### src/rtl/cordic_pkg.sv
// Shared CORDIC definitions: fixed-point format, arctangent and gain-compensation
// tables, and the controller state encoding used by the rotation and vectoring blocks.
package cordic_pkg;

  localparam int N         = 9;
  localparam int M         = 23;
  localparam int W         = N + M;
  localparam int MAX_STEPS = 24;
  localparam int CNT_W     = 5;
  localparam int K_W       = 24;
  localparam int K_FRAC    = 23;

  typedef logic signed [W-1:0] fixed_t;

  typedef enum logic [1:0] {
    IDLE,
    ITER,
    GAIN
  } state_e;

  localparam fixed_t DEG_90  = 32'sh2D00_0000;
  localparam fixed_t DEG_180 = 32'sh5A00_0000;

  // atan(2^-i) in degrees, Q9.23.
  localparam fixed_t ATAN_DEG [MAX_STEPS] = '{
    32'sd377487360, 32'sd222843801, 32'sd117744544, 32'sd59768969,
    32'sd30000467,  32'sd15014858,  32'sd7509261,   32'sd3754860,
    32'sd1877459,   32'sd938733,    32'sd469367,    32'sd234684,
    32'sd117342,    32'sd58671,     32'sd29335,     32'sd14668,
    32'sd7334,      32'sd3667,      32'sd1833,      32'sd917,
    32'sd458,       32'sd229,       32'sd115,       32'sd57
  };

  // Indexed by step count: prod_{i<n} 1/sqrt(1+2^-2i), unsigned Q1.23.
  localparam logic [K_W-1:0] K_INV [MAX_STEPS+1] = '{
    24'd8388608, 24'd5931642, 24'd5305422, 24'd5147015, 24'd5107269,
    24'd5097323, 24'd5094836, 24'd5094214, 24'd5094059, 24'd5094020,
    24'd5094010, 24'd5094008, 24'd5094007, 24'd5094007, 24'd5094007,
    24'd5094007, 24'd5094007, 24'd5094007, 24'd5094007, 24'd5094007,
    24'd5094007, 24'd5094007, 24'd5094007, 24'd5094007, 24'd5094007
  };

endpackage

### src/rtl/cordic_micro_rotation.sv
// One combinational CORDIC micro-rotation; the caller chooses the direction,
// so the same step serves both rotation and vectoring modes.
module cordic_micro_rotation
  import cordic_pkg::*;
#(
  parameter int unsigned WX = W + 2
) (
  input  logic signed [WX-1:0] x,
  input  logic signed [WX-1:0] y,
  input  fixed_t               z,
  input  logic [CNT_W-1:0]     shift,
  input  logic                 d_neg,
  output logic signed [WX-1:0] x_next,
  output logic signed [WX-1:0] y_next,
  output fixed_t               z_next
);

  localparam logic [CNT_W-1:0] LAST_IDX = CNT_W'(MAX_STEPS - 1);

  logic signed [WX-1:0] x_sh;
  logic signed [WX-1:0] y_sh;
  fixed_t               atan_i;

  // NOTE: every output gets a value on every path, otherwise always_comb infers a latch.
  always_comb begin
    x_sh   = x >>> shift;
    y_sh   = y >>> shift;
    atan_i = (shift <= LAST_IDX) ? ATAN_DEG[shift] : '0;
    if (d_neg) begin
      x_next = x - y_sh;
      y_next = y + x_sh;
      z_next = z - atan_i;
    end else begin
      x_next = x + y_sh;
      y_next = y - x_sh;
      z_next = z + atan_i;
    end
  end

endmodule

### src/rtl/cordic_vectoring.sv
// Iterative vectoring-mode CORDIC: converts (x, y) to magnitude and atan2 angle
// in degrees, one micro-rotation per clock, one operation in flight.
module cordic_vectoring
  import cordic_pkg::*;
#(
  parameter int unsigned STEPS = 10,
  parameter int unsigned GUARD = 2
) (
  input  logic                i_clk,
  input  logic                i_reset,
  input  logic                i_en,
  input  logic signed [W-1:0] i_x,
  input  logic signed [W-1:0] i_y,
  output logic [W-1:0]        o_mag,
  output logic signed [W-1:0] o_angle,
  output logic                o_valid,
  output logic                o_busy
);

  localparam int unsigned WX   = W + GUARD;
  localparam int unsigned PW   = WX + K_W + 1;
  localparam int unsigned MF_W = PW - K_FRAC;
  localparam logic [CNT_W-1:0] LAST    = CNT_W'(STEPS - 1);
  localparam logic [W-1:0]     MAG_MAX = {1'b0, {(W-1){1'b1}}};

  if (STEPS < 1 || STEPS > MAX_STEPS) begin : g_bad_steps
    $error("cordic_vectoring: STEPS must be 1..24");
  end

  typedef logic signed [WX-1:0] wide_t;

  state_e           state_q, state_d;
  wide_t            x_q, x_d, y_q, y_d;
  fixed_t           z_q, z_d;
  logic [CNT_W-1:0] iter_q, iter_d;
  logic             zero_q, zero_d;
  logic             neg_axis_q, neg_axis_d;
  logic [W-1:0]     mag_q, mag_d;
  fixed_t           angle_q, angle_d;
  logic             valid_q, valid_d;
  logic             busy_q, busy_d;

  wide_t            x_ext, y_ext, x_rot, y_rot;
  fixed_t           z_rot;
  logic [MF_W-1:0]  mag_full;
  logic [W-1:0]     sat_mag;

  assign x_ext = wide_t'(i_x);
  assign y_ext = wide_t'(i_y);

  // Vectoring drives y toward zero, so the direction follows the sign of y.
  cordic_micro_rotation #(.WX(WX)) u_step (
    .x      (x_q),
    .y      (y_q),
    .z      (z_q),
    .shift  (iter_q),
    .d_neg  (y_q[WX-1]),
    .x_next (x_rot),
    .y_next (y_rot),
    .z_next (z_rot)
  );

  // Sign-extend both operands to the product width; the low bits of the unsigned
  // product then equal the signed product.
  assign mag_full = MF_W'(({{(K_W+1){x_q[WX-1]}}, x_q} *
                           {{(WX+1){1'b0}}, K_INV[STEPS]}) >> K_FRAC);

  always_comb begin
    if (mag_full[MF_W-1])              sat_mag = '0;
    else if (|mag_full[MF_W-2:W-1])    sat_mag = MAG_MAX;
    else                               sat_mag = {1'b0, mag_full[W-2:0]};
  end

  always_comb begin
    state_d    = state_q;
    x_d        = x_q;
    y_d        = y_q;
    z_d        = z_q;
    iter_d     = iter_q;
    zero_d     = zero_q;
    neg_axis_d = neg_axis_q;
    mag_d      = mag_q;
    angle_d    = angle_q;
    valid_d    = 1'b0;
    busy_d     = busy_q;
    unique case (state_q)
      IDLE: begin
        if (i_en) begin
          zero_d     = (i_x == '0) && (i_y == '0);
          neg_axis_d = i_x[W-1] && (i_y == '0);
          // Pre-rotate by +-90 so the iterations only have to cover (-90, +90].
          if (!i_x[W-1]) begin
            x_d = x_ext;
            y_d = y_ext;
            z_d = '0;
          end else if (!i_y[W-1]) begin
            x_d = y_ext;
            y_d = -x_ext;
            z_d = DEG_90;
          end else begin
            x_d = -y_ext;
            y_d = x_ext;
            z_d = -DEG_90;
          end
          iter_d  = '0;
          busy_d  = 1'b1;
          state_d = ITER;
        end
      end
      ITER: begin
        x_d    = x_rot;
        y_d    = y_rot;
        z_d    = z_rot;
        iter_d = iter_q + 1'b1;
        if (iter_q == LAST) state_d = GAIN;
      end
      GAIN: begin
        if (zero_q) begin
          mag_d   = '0;
          angle_d = '0;
        end else begin
          mag_d   = sat_mag;
          angle_d = neg_axis_q ? DEG_180 : z_q;
        end
        valid_d = 1'b1;
        busy_d  = 1'b0;
        state_d = IDLE;
      end
      default: state_d = IDLE;
    endcase
  end

  // NOTE: sequential state uses non-blocking assignments so every flop samples pre-edge values.
  always_ff @(posedge i_clk) begin
    if (i_reset) begin
      state_q    <= IDLE;
      x_q        <= '0;
      y_q        <= '0;
      z_q        <= '0;
      iter_q     <= '0;
      zero_q     <= 1'b0;
      neg_axis_q <= 1'b0;
      mag_q      <= '0;
      angle_q    <= '0;
      valid_q    <= 1'b0;
      busy_q     <= 1'b0;
    end else begin
      state_q    <= state_d;
      x_q        <= x_d;
      y_q        <= y_d;
      z_q        <= z_d;
      iter_q     <= iter_d;
      zero_q     <= zero_d;
      neg_axis_q <= neg_axis_d;
      mag_q      <= mag_d;
      angle_q    <= angle_d;
      valid_q    <= valid_d;
      busy_q     <= busy_d;
    end
  end

  assign o_mag   = mag_q;
  assign o_angle = angle_q;
  assign o_valid = valid_q;
  assign o_busy  = busy_q;

endmodule

### config.mk
export PLATFORM = sky130hd
export DESIGN_NAME = cordic_vectoring
export DESIGN_NICKNAME = d
export VERILOG_FILES = /design/src/rtl/cordic_pkg.sv /design/src/rtl/cordic_micro_rotation.sv /design/src/rtl/cordic_vectoring.sv
export SDC_FILE = /design/constraint.sdc
export NUM_CORES = 2
export LEC_CHECK = 0
export ABC_AREA = 1
export ABC_CLOCK_PERIOD_IN_PS = 16300
export CAP_MARGIN = 20
export CORE_MARGIN = 4
export CORE_UTILIZATION = 60
export DETAILED_ROUTE_END_ITERATION = 6
export GPL_TIMING_DRIVEN = 0
export PLACE_DENSITY_LB_ADDON = 0.15
export SETUP_SLACK_MARGIN = 0.3
export SLEW_MARGIN = 10
export SYNTH_ARGS = -nofsm -noshare
export SYNTH_HDL_FRONTEND = slang
export SYNTH_SLANG_ARGS = --single-unit
### constraint.sdc
create_clock -name i_clk -period 16.3 [get_ports i_clk]
set_clock_uncertainty 0.1 [all_clocks]
set_input_delay 3.26 -clock i_clk [delete_from_list [all_inputs] [get_ports i_clk]]
set_output_delay 3.26 -clock i_clk [all_outputs]
set_load 0.01 [all_outputs]
# Yosys cells after proc, flatten, opt, wreduce, memory -nomap -nowiden

Memories as Yosys holds them, arrays and structs flattened.
Index checks and enable logic that the tools add are counted.

RAM bits: 0
Latch bits: 0
Bits of input ports: 67
Bits in read-only memories: 1,024
Word-level logic and storage cells: 75
Memories kept: 1
Output and inout port bits: 66
Register bits: 175

Bitwise operators: 1
Multipliers: 1
Equality and inequality tests: 5
Multiplexer cells: 31
Order comparisons: 2
Reductions and logical operators: 12
Shift operators: 2
$add $sub $neg: 9
Div/mod/pow operators: 0

Memories:

| memory          | depth | width | read ports | clocked after memory_dff | wr ports | RTL line                    | RTL |
|---|---|---|---|---|---|---|---|
| (no name shown) | 32    | 32    | 1          | 0                        | 0        | cordic_micro_rotation.sv:28 | `atan_i = (shift <= LAST_IDX) ? ATAN_DEG[shift] : '0;` |

Operator list:

| cell                                                   | count |
|---|---|
| 2-to-1 mux 32 bit                                      | 11 |
| 2-to-1 mux 34 bit                                      | 8 |
| one-hot mux 34 bit (2 select lines)                    | 2 |
| adder 34 bit                                           | 2 |
| negation 32 -> 34 bit                                  | 2 |
| >>> shifter 34 x 5 -> 34 bit                           | 2 |
| subtractor 34 bit                                      | 2 |
| zero test 32 bit                                       | 2 |
| one-hot mux 32 bit (2 select lines)                    | 1 |
| multiplier 59 x 22 -> 58 bit (second input constant)   | 1 |
| adder 32 bit                                           | 1 |
| subtractor 32 bit                                      | 1 |
| 2-to-1 mux 31 bit                                      | 1 |
| one-hot mux 5 bit (2 select lines)                     | 1 |
| AND reduction 2 bit                                    | 4 |
| >= comparator 6 bit (second input constant)            | 1 |
| NOT 5 -> 6 bit                                         | 1 |
| adder 5 x 1 -> 5 bit (second input constant)           | 1 |
| equality test 5 x 4 -> 1 bit (second input constant)   | 1 |
| less-or-equal comparator 5 bit (second input constant) | 1 |
| 2-to-1 mux 5 bit                                       | 1 |
| 2-to-1 mux 2 bit                                       | 2 |
| != test 2 bit (second input constant)                  | 2 |
| one-hot mux 2 bit (2 select lines)                     | 1 |
| other kinds (8)                                        | 11 |

# Logic depth before layout (Yosys ltp)

Depth after elaboration: 8
Mapped depth: 36
Mapped depth without buffers: 34

# By module

From an unflattened synthesis, not the netlist that was laid out.

Cell total of the unflattened synthesis: 5,507
Area, all modules: 37,134.4 um^2

By module, submodules not included:

| module                | area an instance (um^2) | times used | sequential area each (um^2) | cells an instance |
|---|---|---|---|---|
| cordic_vectoring      | 25,106.6                | 1          | 3,483.3                     | 3,148 |
| cordic_micro_rotation | 12,027.8                | 1          | 0.0                         | 2,359 |

# Worst setup path before layout

Ideal clock, no wire load.

Path kind: register to register
From: reg x_q[33]
To: reg mag_q[10], in the netlist o_mag[10]
Arrival: 7.444 ns
Setup time: 0.114 ns
Setup slack: 8.642 ns
Clock period less this slack: 7.658 ns
Data required time: 16.086 ns
Path buffers: 2
Stages on the path, launching flop included: 29
Cells stage by stage: dfxtp_1 -> clkbuf_1 -> inv_1 -> fa_1 -> xnor2_1 -> xor2_1 -> inv_1 -> fa_1 -> fa_1 -> fa_1 -> fa_1 -> inv_1 -> fa_1 -> inv_1 -> ha_1 -> a21oi_1 -> inv_1 -> a21oi_1 -> o21ai_0 -> nand2_1 -> o211ai_1 -> nor2_1 -> o21ai_0 -> xor2_1 -> nor2_1 -> clkbuf_1 -> nand3_1 -> nand3_1 -> nand2_1

Word-level cells in the longest chain between the ends: 5

RTL lines:

| what                           | RTL line                | RTL |
|---|---|---|
| start, declared                | cordic_vectoring.sv:33  | `wide_t x_q, x_d, y_q, y_d;` |
| start signal, assigned         | cordic_vectoring.sv:137 | `x_q <= '0;` |
| start signal, assigned         | cordic_vectoring.sv:149 | `x_q <= x_d;` |
| multiplier 59 x 22 -> 58 bit * | cordic_vectoring.sv:65  | `assign mag_full = MF_W'(({{(K_W+1){x_q[WX-1]}}, x_q} *` |
| OR reduction 4 bit             | cordic_vectoring.sv:70  | `else if (\|mag_full[MF_W-2:W-1]) sat_mag = MAG_MAX;` |
| 2-to-1 mux 31 bit              | cordic_vectoring.sv:70  |  |
| 2-to-1 mux 32 bit *            | cordic_vectoring.sv:69  | `if (mag_full[MF_W-1]) sat_mag = '0;` |
| 2-to-1 mux 32 bit *            | cordic_vectoring.sv:118 | `if (zero_q) begin` |
| end signal, assigned           | cordic_vectoring.sv:155 | `mag_q <= mag_d;` |
| end, declared                  | cordic_vectoring.sv:38  | `logic [W-1:0] mag_q, mag_d;` |

Mark *: on every way between the ends. The rest lies on a longest branch, timed or not.
A chain may end at the register's enable or synchronous reset.

# Worst setup path in the final report

From: reg x_q[33]
To: reg mag_q[30], in the netlist o_mag[30]

The elaborated chain is that of the path after synthesis.

==> results.py <==
metrics = {
    "logic_synthesis": {
        "netlist-cell-type-count": 59,
        "yosysWarnings": 0,
        "syn-cell-area_sq_um": 36400,
        "syn_inst": 5279,
        "synthTopCellsByArea": "fa_1 23%, ha_1 11%, nand2_1 11%",
        "ys_ff_latch": 174,
        "synth-edff-count": 0,
        "synthArstFlopShare_pct": 0,
        "yosys.area.top_type": "fa_1",
        "yosysTopAreaCellShare_pct": 22.8,
        "ys_seq_area_share_pct": 9.57,
        "synth_ff_type": "dfxtp_1",
        "syn_avg_cell_area_sq_um": 6.90,
        "synth.net_count": 6091,
    },
    "timing": {
        "rsz0062_at_grt": "false",
        "max_freq_mhz": 115,
        "fin_ws_ns": 7.57,
        "max-slew-margin-rel_pct": 8.11,
        "whs_ns": 0.352,
        "timing.final.crit_share_pct": 53.5,
        "tightest_slew_ns": 1.36,
        "setup_tns_ns": 0,
        "setup_viol_count_final": 0,
        "final_max_slew_viol_count": 0,
        "finalCriticalPeriod_ns": 8.73,
        "hold_viol": 0,
    },
    "global_routing": {
        "grt.overflow.total": 0,
        "antenna_found_initial": 1,
        "grt_pass1_vias": 36200,
        "grt_max_degree": 34,
        "grt_pass1_wl_um": 213000,
        "grt_usage_pct": 43.8,
    },
    "floorplan": {
        "core_area_sq_um": 60200,
        "fp-row-count": 90,
        "die_h_um": 254,
        "dieArea_sq_um": 64700,
        "num_io_pins": 133,
        "die_x_um": 254,
        "initial_utilization_pct": 60.4,
    },
    "routing": {
        "routed_wl_um": 144000,
        "drtIter0Drc": 4910,
        "via_per_inst": 6.09,
        "drtAntennaViolNets": 0,
        "vias": 38000,
        "first_pass_iters": 7,
        "wire_per_inst_um": 23.1,
        "drc_errors": 0,
    },
    "clock_network": {
        "post_cts_resized": 0,
        "cts_root_buf": "clkbuf_16",
        "htreeDepth": 4,
        "clkLatencyLatePin_ns": 0.51,
        "cts.sink_count": 174,
        "cts_setup_buffers": 0,
        "hold_buffers": 0,
        "clockBufferDepth": 2,
        "numCtsBuffers": 17,
        "clkTransAtPathRegs_ns": 0.07,
        "cts_tree": "done",
    },
    "placement": {
        "pre_cts_slack_ns": 7.97,
        "numPortBuffers": 130,
        "hpwlAfterDp_um": 119000,
        "place.gp.congestion": 1.15,
    },
    "finish": {
        "drive_above_1_share_pct": 3.43,
        "final_cell_mix": "1061 x nand2_1, 957 x inv_1, 452 x nand3_1, 414 x fa_1, 373 x nor2_1",
        "fin_nets": 6250,
        "layout_commonest_cell": "nand2_1",
        "antenna_cells": 0,
        "area_growth_pct": 8.29,
    },
    "critical_path": {
        "end_kind": "register",
        "crit_arrival_ns": 9.07,
        "cpMaxStageDelayCell": "clkbuf_1",
        "path_class": "register to register",
        "start_kind": "register",
        "r2r_slack_ns": 7.57,
        "worst_path_largest_cell_delay_ns": 0.84,
        "cp.required_ns": 16.64,
        "path_max_fanout": 33,
        "critPathMostFrequentCell": "fa_1",
    },
    "job": {
        "drv_cap": 0,
    },
    "hold_path": {
        "hp-class": "register to register",
    },
    "outcome": {
        "outcome": "complete, no violations",
    },
}
-- synthesized netlist by cell type (3+ instances only) --
cell type,instances
nor2_1,373
nand2_1,1061
o21ai_1,15
o32ai_1,3
buf_1,15
or2_2,15
o31ai_1,8
nand2_2,24
a31oi_1,48
o21bai_1,23
o211ai_1,57
o21a_1,13
xnor2_1,51
clkinv_1,4
inv_2,6
nand4_1,40
a21o_1,21
o21ai_0,319
buf_6,19
a21oi_1,345
buf_2,37
fa_1,414
inv_1,958
nor4_1,23
nor2_2,11
ha_1,331
nand3b_1,9
a32o_1,12
nor3_1,58
nand3_1,452
o221ai_1,14
a221oi_1,5
mux2i_1,3
clkbuf_1,93
o22ai_1,5
o2111ai_1,3
a22oi_1,19
a21boi_0,9
buf_4,10
a211oi_1,8
nor2_4,5
dfxtp_1,174
xor2_1,145
nand3_2,4
-- state kept, by name, summed over array words and instances (netlist names) --
signal / flops
x_q: 34
y_q: 34
o_angle: 32
z_q: 32
o_mag: 31
iter_q: 5
state_q: 2
neg_axis_q: 1
o_busy: 1
o_valid: 1
zero_q: 1
-- logic make-up (layout without fill, tap and decap cells) --
| logic type | after synthesis | in the layout | share of synthesized area, % |
|---|---|---|---|
| AOI/OAI and AO/OA | 933 | 933 | 14.6 |
| other | 1 | 1 | 0.0103 |
| DFF | 174 | 174 | 9.57 |
| muxes | 3 | 3 | 0.0825 |
| buffers and inverters | 1146 | 1318 | 12.5 |
| xor gates and xnor gates | 197 | 197 | 4.76 |
| and+or+nand+nor | 2080 | 2080 | 24.3 |
| adders and majority gates | 745 | 745 | 34.1 |
-- routing by layer --
metal | wire [um] | up-vias | share of wire [%] | track usage [%]
li1 | - | 17300 | - | -
met1 | 54400 | 17600 | 38 | 56.9
met5 | 12 | - | 0.0083 | 0
met3 | 19700 | 545 | 14 | 13.9
met4 | 10200 | 2 | 7.1 | 24.6
met2 | 59600 | 2543 | 41 | 64.8
-- metrics by stage --
step / cells / utilization (%) / area, sq um
global route: 6233 / 65.4 / 39400
CTS: 6229 / 65.4 / 39400
detailed placement: 6197 / 64.4 / 38800
global placement: 6191 / 64.2 / 38700
floorplan: 5279 / - / 36400
finish: 6233 / 65.4 / 39400
-- critical path, delay by kind of cell, from the launching register on --
kind                       cells  cell delay [ns]
adders and majority gates      7             3.38
and+or+nand+nor                5             0.79
xor gates and xnor gates       3             0.75
DFF                            1             0.48
buffers and inverters          8             2.19
AOI/OAI and AO/OA              5             0.90
-- area by class of cell --
cell class,instances,area [sq um]
multi-input combinational,3959,28400
fill,5634,20800
inverter,972,3660
sequential,174,3480
timing repair buffer,140,1430
tap,782,978
buffer,174,880
clock buffer,17,425
clock inverter,15,180
-- worst paths after layout --
check,start,endpoint,cells after the start
min reg2reg,o_angle[28],o_angle[28],2
max reg2reg,x_q[33],o_mag[30],28
max,x_q[33],o_mag[30],28
min,o_angle[28],o_angle[28],2
Power is left out: the tool's default activity adds up to more than one toggle a clock period on the data nets, which glitch-free logic cannot reach.
